## src/rtl/tmp_conv_seq.sv

```systemverilog
// Conversion sequencer for the switched-capacitor temperature front end: phi1/phi2 phasing, 1st-order delta-sigma steering, ones-count result.
// Optional chopping of the comparator decision is enabled by defining TMP_CHOP_EN.
module tmp_conv_seq #(
  parameter int OSR_W     = 10,
  parameter int PHASE_LEN = 2,
  parameter int NONOVL    = 1,
  parameter int FERST_LEN = 2
) (
  input  logic             clk,
  input  logic             reset,
  input  logic             i_start,
  input  logic             i_abort,
  input  logic [OSR_W-1:0] i_osr,
  input  logic             i_cmp,
  output logic             o_phi1,
  output logic             o_phi2,
  output logic             o_src_n,
  output logic             o_snk,
  output logic             o_fe_rst,
  output logic             o_busy,
`ifdef TMP_CHOP_EN
  output logic             o_chop,
`endif
  output logic [OSR_W-1:0] o_result,
  output logic             o_res_valid,
  input  logic             i_res_ready
);

  typedef enum logic [2:0] {
    S_IDLE, S_FERST, S_PHI1, S_GAP1, S_PHI2, S_GAP2, S_DONE
  } state_t;

  localparam int TW = 8;
  localparam logic [TW-1:0] L_PH = TW'(PHASE_LEN - 1);
  localparam logic [TW-1:0] L_NO = TW'(NONOVL - 1);
  localparam logic [TW-1:0] L_FR = TW'(FERST_LEN - 1);

  state_t           r_state;
  logic [TW-1:0]    r_tmr;
  logic [OSR_W-1:0] r_osr;
  logic [OSR_W-1:0] r_cyc;
  logic [OSR_W-1:0] r_ones;
  logic             r_dec;

  logic             w_dec;
  logic             w_accept;
  logic [OSR_W-1:0] w_cyc_nxt;

`ifdef TMP_CHOP_EN
  assign w_dec = i_cmp ^ o_chop;
`else
  assign w_dec = i_cmp;
`endif

  assign w_accept  = i_start && (i_osr != '0) && (!o_res_valid || i_res_ready);
  assign w_cyc_nxt = r_cyc + 1'b1;

  always_ff @(posedge clk or posedge reset) begin
    if (reset) begin
      r_state     <= S_IDLE;
      r_tmr       <= '0;
      r_osr       <= '0;
      r_cyc       <= '0;
      r_ones      <= '0;
      r_dec       <= 1'b0;
      o_phi1      <= 1'b0;
      o_phi2      <= 1'b0;
      o_src_n     <= 1'b1;
      o_snk       <= 1'b0;
      o_fe_rst    <= 1'b0;
      o_busy      <= 1'b0;
      o_result    <= '0;
      o_res_valid <= 1'b0;
`ifdef TMP_CHOP_EN
      o_chop      <= 1'b0;
`endif
    end else begin
      if (o_res_valid && i_res_ready)
        o_res_valid <= 1'b0;

      // abort wins over every in-flight transition, including cycle completion
      if (i_abort && (r_state != S_IDLE) && (r_state != S_DONE)) begin
        r_state  <= S_IDLE;
        r_tmr    <= '0;
        o_phi1   <= 1'b0;
        o_phi2   <= 1'b0;
        o_src_n  <= 1'b1;
        o_snk    <= 1'b0;
        o_fe_rst <= 1'b0;
        o_busy   <= 1'b0;
`ifdef TMP_CHOP_EN
        o_chop   <= 1'b0;
`endif
      end else begin
        case (r_state)
          S_IDLE: begin
            if (w_accept) begin
              r_osr    <= i_osr;
              r_ones   <= '0;
              r_cyc    <= '0;
              r_tmr    <= '0;
              o_fe_rst <= 1'b1;
              o_busy   <= 1'b1;
              r_state  <= S_FERST;
            end
          end
          S_FERST: begin
            if (r_tmr == L_FR) begin
              r_tmr    <= '0;
              o_fe_rst <= 1'b0;
              o_phi1   <= 1'b1;
`ifdef TMP_CHOP_EN
              o_chop   <= ~o_chop;
`endif
              r_state  <= S_PHI1;
            end else begin
              r_tmr <= r_tmr + 1'b1;
            end
          end
          S_PHI1: begin
            if (r_tmr == L_PH) begin
              r_tmr   <= '0;
              o_phi1  <= 1'b0;
              r_state <= S_GAP1;
            end else begin
              r_tmr <= r_tmr + 1'b1;
            end
          end
          S_GAP1: begin
            if (r_tmr == L_NO) begin
              r_tmr   <= '0;
              r_dec   <= w_dec;
              r_ones  <= r_ones + OSR_W'(w_dec);
              o_phi2  <= 1'b1;
              o_src_n <= ~w_dec;
              o_snk   <= ~w_dec;
              r_state <= S_PHI2;
            end else begin
              r_tmr <= r_tmr + 1'b1;
            end
          end
          S_PHI2: begin
            if (r_tmr == L_PH) begin
              r_tmr   <= '0;
              o_phi2  <= 1'b0;
              o_src_n <= 1'b1;
              o_snk   <= 1'b0;
              r_state <= S_GAP2;
            end else begin
              r_tmr   <= r_tmr + 1'b1;
              o_src_n <= ~r_dec;
              o_snk   <= ~r_dec;
            end
          end
          S_GAP2: begin
            if (r_tmr == L_NO) begin
              r_tmr <= '0;
              r_cyc <= w_cyc_nxt;
              if (w_cyc_nxt == r_osr) begin
                r_state <= S_DONE;
              end else begin
                o_phi1  <= 1'b1;
`ifdef TMP_CHOP_EN
                o_chop  <= ~o_chop;
`endif
                r_state <= S_PHI1;
              end
            end else begin
              r_tmr <= r_tmr + 1'b1;
            end
          end
          S_DONE: begin
            o_result    <= r_ones;
            o_res_valid <= 1'b1;
            o_busy      <= 1'b0;
`ifdef TMP_CHOP_EN
            o_chop      <= 1'b0;
`endif
            r_state     <= S_IDLE;
          end
          default: r_state <= S_IDLE;
        endcase
      end
    end
  end

endmodule

```

## config.mk

```make
export PLATFORM = sky130hd
export DESIGN_NAME = tmp_conv_seq
export DESIGN_NICKNAME = d
export VERILOG_FILES = /design/src/rtl/tmp_conv_seq.sv
export SDC_FILE = /design/constraint.sdc
export NUM_CORES = 1
export LEC_CHECK = 0
export ABC_AREA = 1
export CORE_MARGIN = 2
export CORE_UTILIZATION = 57
export DETAILED_ROUTE_END_ITERATION = 16
export GPL_TIMING_DRIVEN = 0
export HOLD_SLACK_MARGIN = 0.12
export PLACE_DENSITY = 0.78
export SYNTH_ARGS = -nofsm -noshare
export SYNTH_HDL_FRONTEND = slang
export SYNTH_SLANG_ARGS = --single-unit
```

## constraint.sdc

```tcl
create_clock -name clk -period 2.1 [get_ports clk]
set_input_delay 0.42 -clock clk [delete_from_list [all_inputs] [get_ports clk]]
set_output_delay 0.42 -clock clk [all_outputs]
set_load 0.05 [all_outputs]
```

### Word-level counts from Yosys, hierarchy flattened

Index checks and enable logic that the tools add are counted.

* bits in registers: 59
* input bits: 16
* output and inout bits: 17
* word-level logic and storage cells: 114

* add/sub/neg operators: 3
* equal/unequal tests: 19
* muxes and demuxes: 43
* bitwise operators: 3
* reductions and logical operators: 32

Operators with widths (number)
* 10-bit one-hot mux with 2 select lines: 2
* 8-bit 2-to-1 mux: 4
* 10-bit 2-to-1 mux: 3
* 3-bit 2-to-1 mux: 8
* 3-bit inequality test (second input constant): 8
* 8-bit one-hot mux with 3 select lines: 1
* 1-bit 2-to-1 mux: 18
* 3-bit one-hot mux with 6 select lines: 1
* 3-bit AND reduction: 4
* 3-bit nonzero test: 4
* 10-bit by 1-bit adder with 10-bit output: 1
* 10-bit by 1-bit adder with 10-bit output (second input constant): 1
* 10-bit == test: 1
* 1-bit one-hot mux with 2 select lines: 5
* 10-bit nonzero test: 1
* 3-bit == test (second input constant): 3
* 8-bit by 1-bit adder with 8-bit output (second input constant): 1
* 8-bit by 1-bit == test with 1-bit output (second input constant): 1
* 8-bit zero test: 1
* 2-bit AND reduction: 4
* 4-bit AND reduction: 2
* 4-bit nonzero test: 2
* 3-bit by 2-bit == test with 1-bit output (second input constant): 2
* 2-bit inequality test (second input constant): 3
* other kinds (12): 19

### Logic depth before layout (Yosys ltp)

Gate-level depths: netlist of run 1.

* depth in word-level cells: 6
* depth in mapped cells: 15
* depth with buffers taken out: 15

### Worst setup path before layout of run 1

OpenSTA, ideal clock, no wires.

* path type: register to register
* from: register r_cyc[0]
* to: register o_phi1
* setup time: 0.119 ns
* data arrival time: 1.488 ns
* required time: 1.981 ns
* setup slack: 0.493 ns
* cell stages (with the launch flop): 15
* buffers on the path: 0
* period minus slack after synthesis: 1.607 ns
* cells stage by stage: dfrtp_1 -> ha_1 -> nand2_1 -> nor2_1 -> nand2_1 -> nand2_1 -> nand2_1 -> nand2_1 -> nand2_1 -> nor2_1 -> nand4_1 -> nand2_1 -> nand2_1 -> nand3_1 -> nand2_1

* longest elaborated chain between the ends: 4

Ends and longest elaborated chain
* from (decl): RTL line 41 `logic [OSR_W-1:0] r_cyc;`
* from (signal assigned): RTL line 158 `r_cyc <= w_cyc_nxt;`
* 10-bit by 1-bit adder with 10-bit output: RTL line 56 `assign w_cyc_nxt = r_cyc + 1'b1;`
* 10-bit == test: RTL line 159 `if (w_cyc_nxt == r_osr) begin`
* 3-bit inequality test (no source line)
* 5-bit AND reduction (no source line)
* to (signal assigned): RTL line 66 `o_phi1 <= 1'b0;`
* to (signal assigned): RTL line 85 `o_phi1 <= 1'b0;`
* to (signal assigned): RTL line 162 `o_phi1 <= 1'b1;`
* to (decl): RTL line 15 `output logic o_phi1,`

Every way passes these cells.
A chain may end at the register's enable or synchronous reset.

### Worst setup path in the final report of run 1

* from: input port i_osr[6]
* to: register r_ones[7]

* longest elaborated chain between the ends: 5

Ends and longest elaborated chain
* from (decl): RTL line 13 `input logic [OSR_W-1:0] i_osr,`
* 10-bit nonzero test: RTL line 55 `assign w_accept = i_start && (i_osr != '0) && (!o_res_valid || i_res_ready);`
* 1-bit logical AND (2 in a row): RTL line 55
* 2-bit inequality test (no source line)
* 4-bit AND reduction (no source line)
* to (signal assigned): RTL line 133 `r_ones <= r_ones + OSR_W'(w_dec);`
* to (decl): RTL line 42 `logic [OSR_W-1:0] r_ones;`

Every way passes these cells.

==> run summary, run 1 <==
Reg area - 1479 um^2
ranking of synthesized cells by area - dfrtp_1, nand2_1, inv_1
layout overhead on the synthesized area - 21.37%
Multi-input gate area - 1565 um^2
CTS root buf - clkbuf_8
CP max-delay cell - clkdlybuf4s50_1
Cell Int Power - 2661 uW
vias in the first global route - 2,935
status - finished, final reports clean
Hold Path Class - in2async
DRC violations left - 0
I/O Buffers - 32
Critical Path Start Type - input pin
Bufs and invs on worst path - 2
Final Cycle Share - 94.66%
CTS buffer count - 9
PD cells - 1130 nW/um^2
syn_nets - 443
initial antenna violation count - 0
Synth Flop Type - dfrtp_1
Leak - 0.001862 uW
count leader, synth - nand2_1
largest net degree at the start of global routing - 43
Post-synth EDFFs - 0
post-route ant nets - 0
row count - 27
DPL Wire Length - 5.462 mm
Peak supply drop - 773.5 uV
via count - 2,947
Antenna Cells - 0
post-synth cell types - 36
Rel. slew slack - 64.00%
Flop pwr share - 34.0%
Sw Ratio - 41.13%
Max Cap Viol - 0
dpl ws - -0.4879 ns
fillers - 454
Die W - 80.04 um
final hold vios - 0
DRT Pass-1 Iters - 4
fraction of layout cells with a size suffix above 1 - 12.08%
final setup fails - 0
die area - 6406 um^2
CP arrival - 2.23 ns
Synth Register Bits - 59
cell family with most CP delay - simple AND/OR/NAND/NOR gates
Clock Sinks - 59
I/O Pins - 33
Max Fclk - 503.0 MHz
Max Slew Vio Count - 0
Net Sw Power - 1859 uW
CP endpoint kind - flop
Yosys warning count - 0
placer congestion estimate - 0.9128
slowest stage delay, CP - 0.47 ns
Worst Tran Pin Value - 0.5383 ns
peak fanout along the critical path - 10
clock power share - 24.9%
Initial Util - 59.49%
Syn Area/Cell - 7.828 um^2
chip height - 80.04 um
clk_skew - 0.01083 ns
sequential share of the synthesized area - 44.84%
TritonCTS clock tree - built
Worst Path Required - 2.35 ns
fin nets - 489
CTS max path bufs - 2
most used cell, CP - nand3_1
Total Wirelength - 7.720 mm
Mapped Cells - 421
synth cell count leaders - nand2_1, inv_1, dfrtp_1, o21ai_0
DRT iter0 DRCs - 179
H-tree levels - 3
combinational power share - 41.0%
wire length of the first global-routing pass - 13.16 mm
crit path kind - in2reg
fin crit period - 1.988 ns
top cell type's share of synthesized area - 44.04%
leading area contributor after synthesis - dfrtp_1
Post-synth ARST share - 100.0%
Total GRT Usage - 26.81%
critical-path cell list - clkdlybuf4s50_1, nor4_4, nand3_1, nand3_1, nand2_1, nand3_4, nand2_4, buf_6, o21ai_0
# hold bufs at CTS - 0
total gr overflow - 0
Final Worst Setup Slack - 0.1121 ns
core area - 5540 um^2
routed len/inst - 14.19 um
worst-skew pair later-pin latency - 0.34 ns
Worst-path clk slew - 0.07 ns
vias per cell - 5.417
Post-Synthesis Cell Area - 3296 um^2
WHS - 0.3951 ns
-- through the flow --
step | area [um^2] | std cells | power (uW) | TNS [ns] | utilization [%]
final | 4000 | 544 | 4520 | 0 | 72.20
after global routing | 4000 | 544 | 4821 | -0.006758 | 72.20
after CTS | 3951 | 542 | 4470 | -0.007040 | 71.32
after detailed placement | 3726 | 526 | 3326 | -12.39 | 67.25
after global placement | 3706 | 525 | 3284 | -62.56 | 66.89
after floorplan | 3296 | 421 | 2839 | 0 | -
-- power groups by stage --
| stage | Combinational (uW) | Sequential [uW] | Clock (uW) |
|---|---|---|---|
| after floorplan | 1080 | 1760 | 0 |
| after global placement | 1740 | 1540 | 0 |
| after detailed placement | 1770 | 1550 | 0 |
| after CTS | 1800 | 1530 | 1140 |
| after global routing | 2080 | 1570 | 1180 |
| final | 1850 | 1540 | 1130 |
-- layout by cell type, fill, tap and decap left out, types with 8 or more instances in the layout --
master	count
nand4_1	8
nand2_1	102
o21ai_0	47
clkbuf_8	9
clkdlybuf4s50_1	31
dfrtp_1	57
xor2_1	8
nor2_1	25
inv_1	63
nand3_1	28
-- area by class of cell --
cell class	count	share of cell area [%]
Multi-Input combinational cell	288	39.13
Buffer	7	1.189
Tap cell	72	2.252
Inverter	67	6.287
Timing Repair Buffer	35	8.946
Clock buffer	11	3.284
Clock inverter	5	1.939
Sequential cell	59	36.97
-- repair_timing --
item / in CTS / in global routing
pin swaps: 0 / 2
buffers inserted: 0 / 2
resized for setup: 3 / 10
setup endpoints to repair: 22 / 19
-- path summary, 6_finish.rpt --
path	from	end	slack (ns)	cells past startpoint
hold reg to reg	o_phi1$_DFFE_PP0P_	o_phi1$_DFFE_PP0P_	0.48	2
hold / removal	reset	r_ones[1]$_DFFE_PP0P_	0.40	2
setup reg to reg	r_tmr[5]$_DFFE_PP0P_	r_cyc[7]$_DFFE_PP0P_	0.17	8
max in group asynchronous	reset	r_cyc[0]$_DFFE_PP0P_	1.14	3
setup / recovery	i_osr[6]	r_ones[7]$_DFFE_PP0P_	0.11	9
min in group clk	o_phi1$_DFFE_PP0P_	o_phi1$_DFFE_PP0P_	0.48	2
-- layer usage --
metal,part of all wire (%),track usage (%),vias to the layer above
met5,0,0,-
met1,47,34.66,1406
met2,49,44.08,57
met3,2.8,5.882,15
li1,-,-,1469
met4,2.1,10.00,0
-- flip-flops by register name, summed over array words and instances (netlist names), 3 cells and up --
signal	flops
r_state	3
r_tmr	8
o_result	10
r_osr	10
r_cyc	10
r_ones	10
-- cells by family after synthesis --
| kind of cell | count (synthesis) | synth area share, % |
|---|---|---|
| flops | 59 | 44.84 |
| fa+ha+maj | 6 | 2.278 |
| simple gates | 200 | 28.82 |
| xor+xnor | 9 | 2.847 |
| compound gates | 73 | 12.19 |
| buf+inv | 74 | 9.036 |
Power figures use the tool's default switching activity.
==> run 2, diff against run 1 <==
--- a/config.mk
+++ b/config.mk
@@ -12,6 +12,7 @@
 export GPL_TIMING_DRIVEN = 0
 export HOLD_SLACK_MARGIN = 0.12
 export PLACE_DENSITY = 0.78
+export SKIP_CTS_REPAIR_TIMING = 1
 export SYNTH_ARGS = -nofsm -noshare
 export SYNTH_HDL_FRONTEND = slang
 export SYNTH_SLANG_ARGS = --single-unit
==> run summary, run 2 (synthesis results as in run 1) <==
peak fanout along the critical path - 10
combinational power share - 40.8%
fin crit period - 1.991 ns
H-tree levels - 3
core area - 5540 um^2
fin nets - 487
Sw Ratio - 41.11%
final instance area - 3985 um^2
Leak - 0.001851 uW
Pwr Total - 4496 uW
wire length of the first global-routing pass - 13.12 mm
initial antenna violation count - 0
total gr overflow - 0
final hold vios - 0
Die W - 80.04 um
largest net degree at the start of global routing - 43
I/O Buffers - 32
Peak supply drop - 773.7 uV
PD cells - 1128 nW/um^2
CP startpoint - i_osr[6]
Flop pwr share - 34.2%
reg-to-reg slack, setup - 0.14 ns
Worst Tran Pin Value - 0.5396 ns
TritonCTS clock tree - built
Critical Path Start Type - input pin
post-route ant nets - 0
most common cell after layout, fill and taps aside - nand2_1
worst-skew pair later-pin latency - 0.34 ns
placer congestion estimate - 0.9128
GR peak layer - met2
dpl ws - -0.4879 ns
chip height - 80.04 um
Final Worst Setup Slack - 0.1089 ns
DPL Wire Length - 5.462 mm
Max Slew Vio Count - 0
Worst Path Required - 2.34 ns
Initial Util - 59.49%
routed len/inst - 14.20 um
Total GRT Usage - 26.64%
fillers - 459
Post-DP Area - 3726 um^2
Worst-path clk slew - 0.07 ns
grt met2 use - 44.08%
vias per cell - 5.404
via count - 2,929
Reg area - 1479 um^2
most frequent cells in the layout - nand2_1, inv_1, dfrtp_1
CP endpoint kind - flop
final std cells w/o fill - 542
row count - 27
die area - 6406 um^2
DP Cell Count - 526
most used cell, CP - nand3_1
I/O Pins - 33
DRT iter0 DRCs - 215
Net Sw Power - 1848 uW
vias in the first global route - 2,905
layout overhead on the synthesized area - 20.92%
fraction of layout cells with a size suffix above 1 - 11.70%
final setup fails - 0
Multi-input gate area - 1565 um^2
CP max-delay cell - clkdlybuf4s50_1
RR Startpoint - r_tmr[5]$_DFFE_PP0P_
Hold Path Class - in2async
DRC violations left - 0
crit path kind - in2reg
RR Endpoint - r_cyc[7]$_DFFE_PP0P_
DRT Pass-1 Iters - 5
clock power share - 25.0%
Total Wirelength - 7.698 mm
critical-path cell list - clkdlybuf4s50_1, nor4_4, nand3_1, nand3_1, nand2_1, nand3_4, nand2_4, buf_6, o21ai_0
status - finished, final reports clean
Cell Int Power - 2648 uW
Clock Sinks - 59
grt met3 use - 5.769%
Max Fclk - 502.2 MHz
Max Cap Viol - 0
CTS root buf - clkbuf_8
Rel. slew slack - 63.91%
Worst Reg-to-Reg Cells - 8
CP arrival - 2.24 ns
met1 global-route usage - 34.74%
Final Core Density - 71.93%
CTS buffer count - 9
CTS max path bufs - 2
slowest stage delay, CP - 0.47 ns
Final Cycle Share - 94.81%
clk_skew - 0.009959 ns
Antenna Cells - 0
-- run 2: worst max path at each step --
stage,end,cells after the start
after floorplan,o_busy$_DFFE_PP0P_,1
after global routing,o_phi1$_DFFE_PP0P_,15
after global placement,r_tmr[0]$_DFFE_PP0P_,2
after CTS,r_osr[7]$_DFFE_PP0P_,8
after detailed placement,r_osr[7]$_DFFE_PP0P_,8
final,r_ones[7]$_DFFE_PP0P_,9
-- run 2: power by group through the flow --
stage          clock, uW  combinational (uW)  sequential (uW)
4_1_cts             1140                1790             1530
2_1_floorplan          0                1080             1760
6_report            1120                1830             1540
3_3_place_gp           0                1740             1540
5_1_grt             1180                2060             1570
3_5_place_dp           0                1770             1550
-- run 2: through the flow --
stage          setup TNS (ns)  hold WS, ns
3_5_place_dp           -12.39       0.4649
2_1_floorplan               0       0.4534
3_3_place_gp           -62.56       0.4677
5_1_grt              -0.01143       0.4278
6_report                    0       0.3979
4_1_cts                -1.781       0.4001
-- run 2: critical path: cells and delay by family --
family	cells	cell delay (ns)
AO/OA/AOI/OAI	1	0.17
AND/OR/NAND/NOR	6	1.03
buffers and inverters	2	0.63
-- run 2: final cells by class --
type | instances | share of cell area [%]
Buffer | 7 | 1.193
Clock buffer | 11 | 3.297
Clock inverter | 5 | 1.947
Inverter | 67 | 6.311
Multi-Input combinational cell | 288 | 39.28
Sequential cell | 59 | 37.11
Tap cell | 72 | 2.261
Timing Repair Buffer | 33 | 8.603
-- run 2: metal layers --
layer	up-vias	wire length (um)
met5	-	0
met4	0	69
met3	8	322
met2	72	3812
met1	1386	3494
li1	1463	-
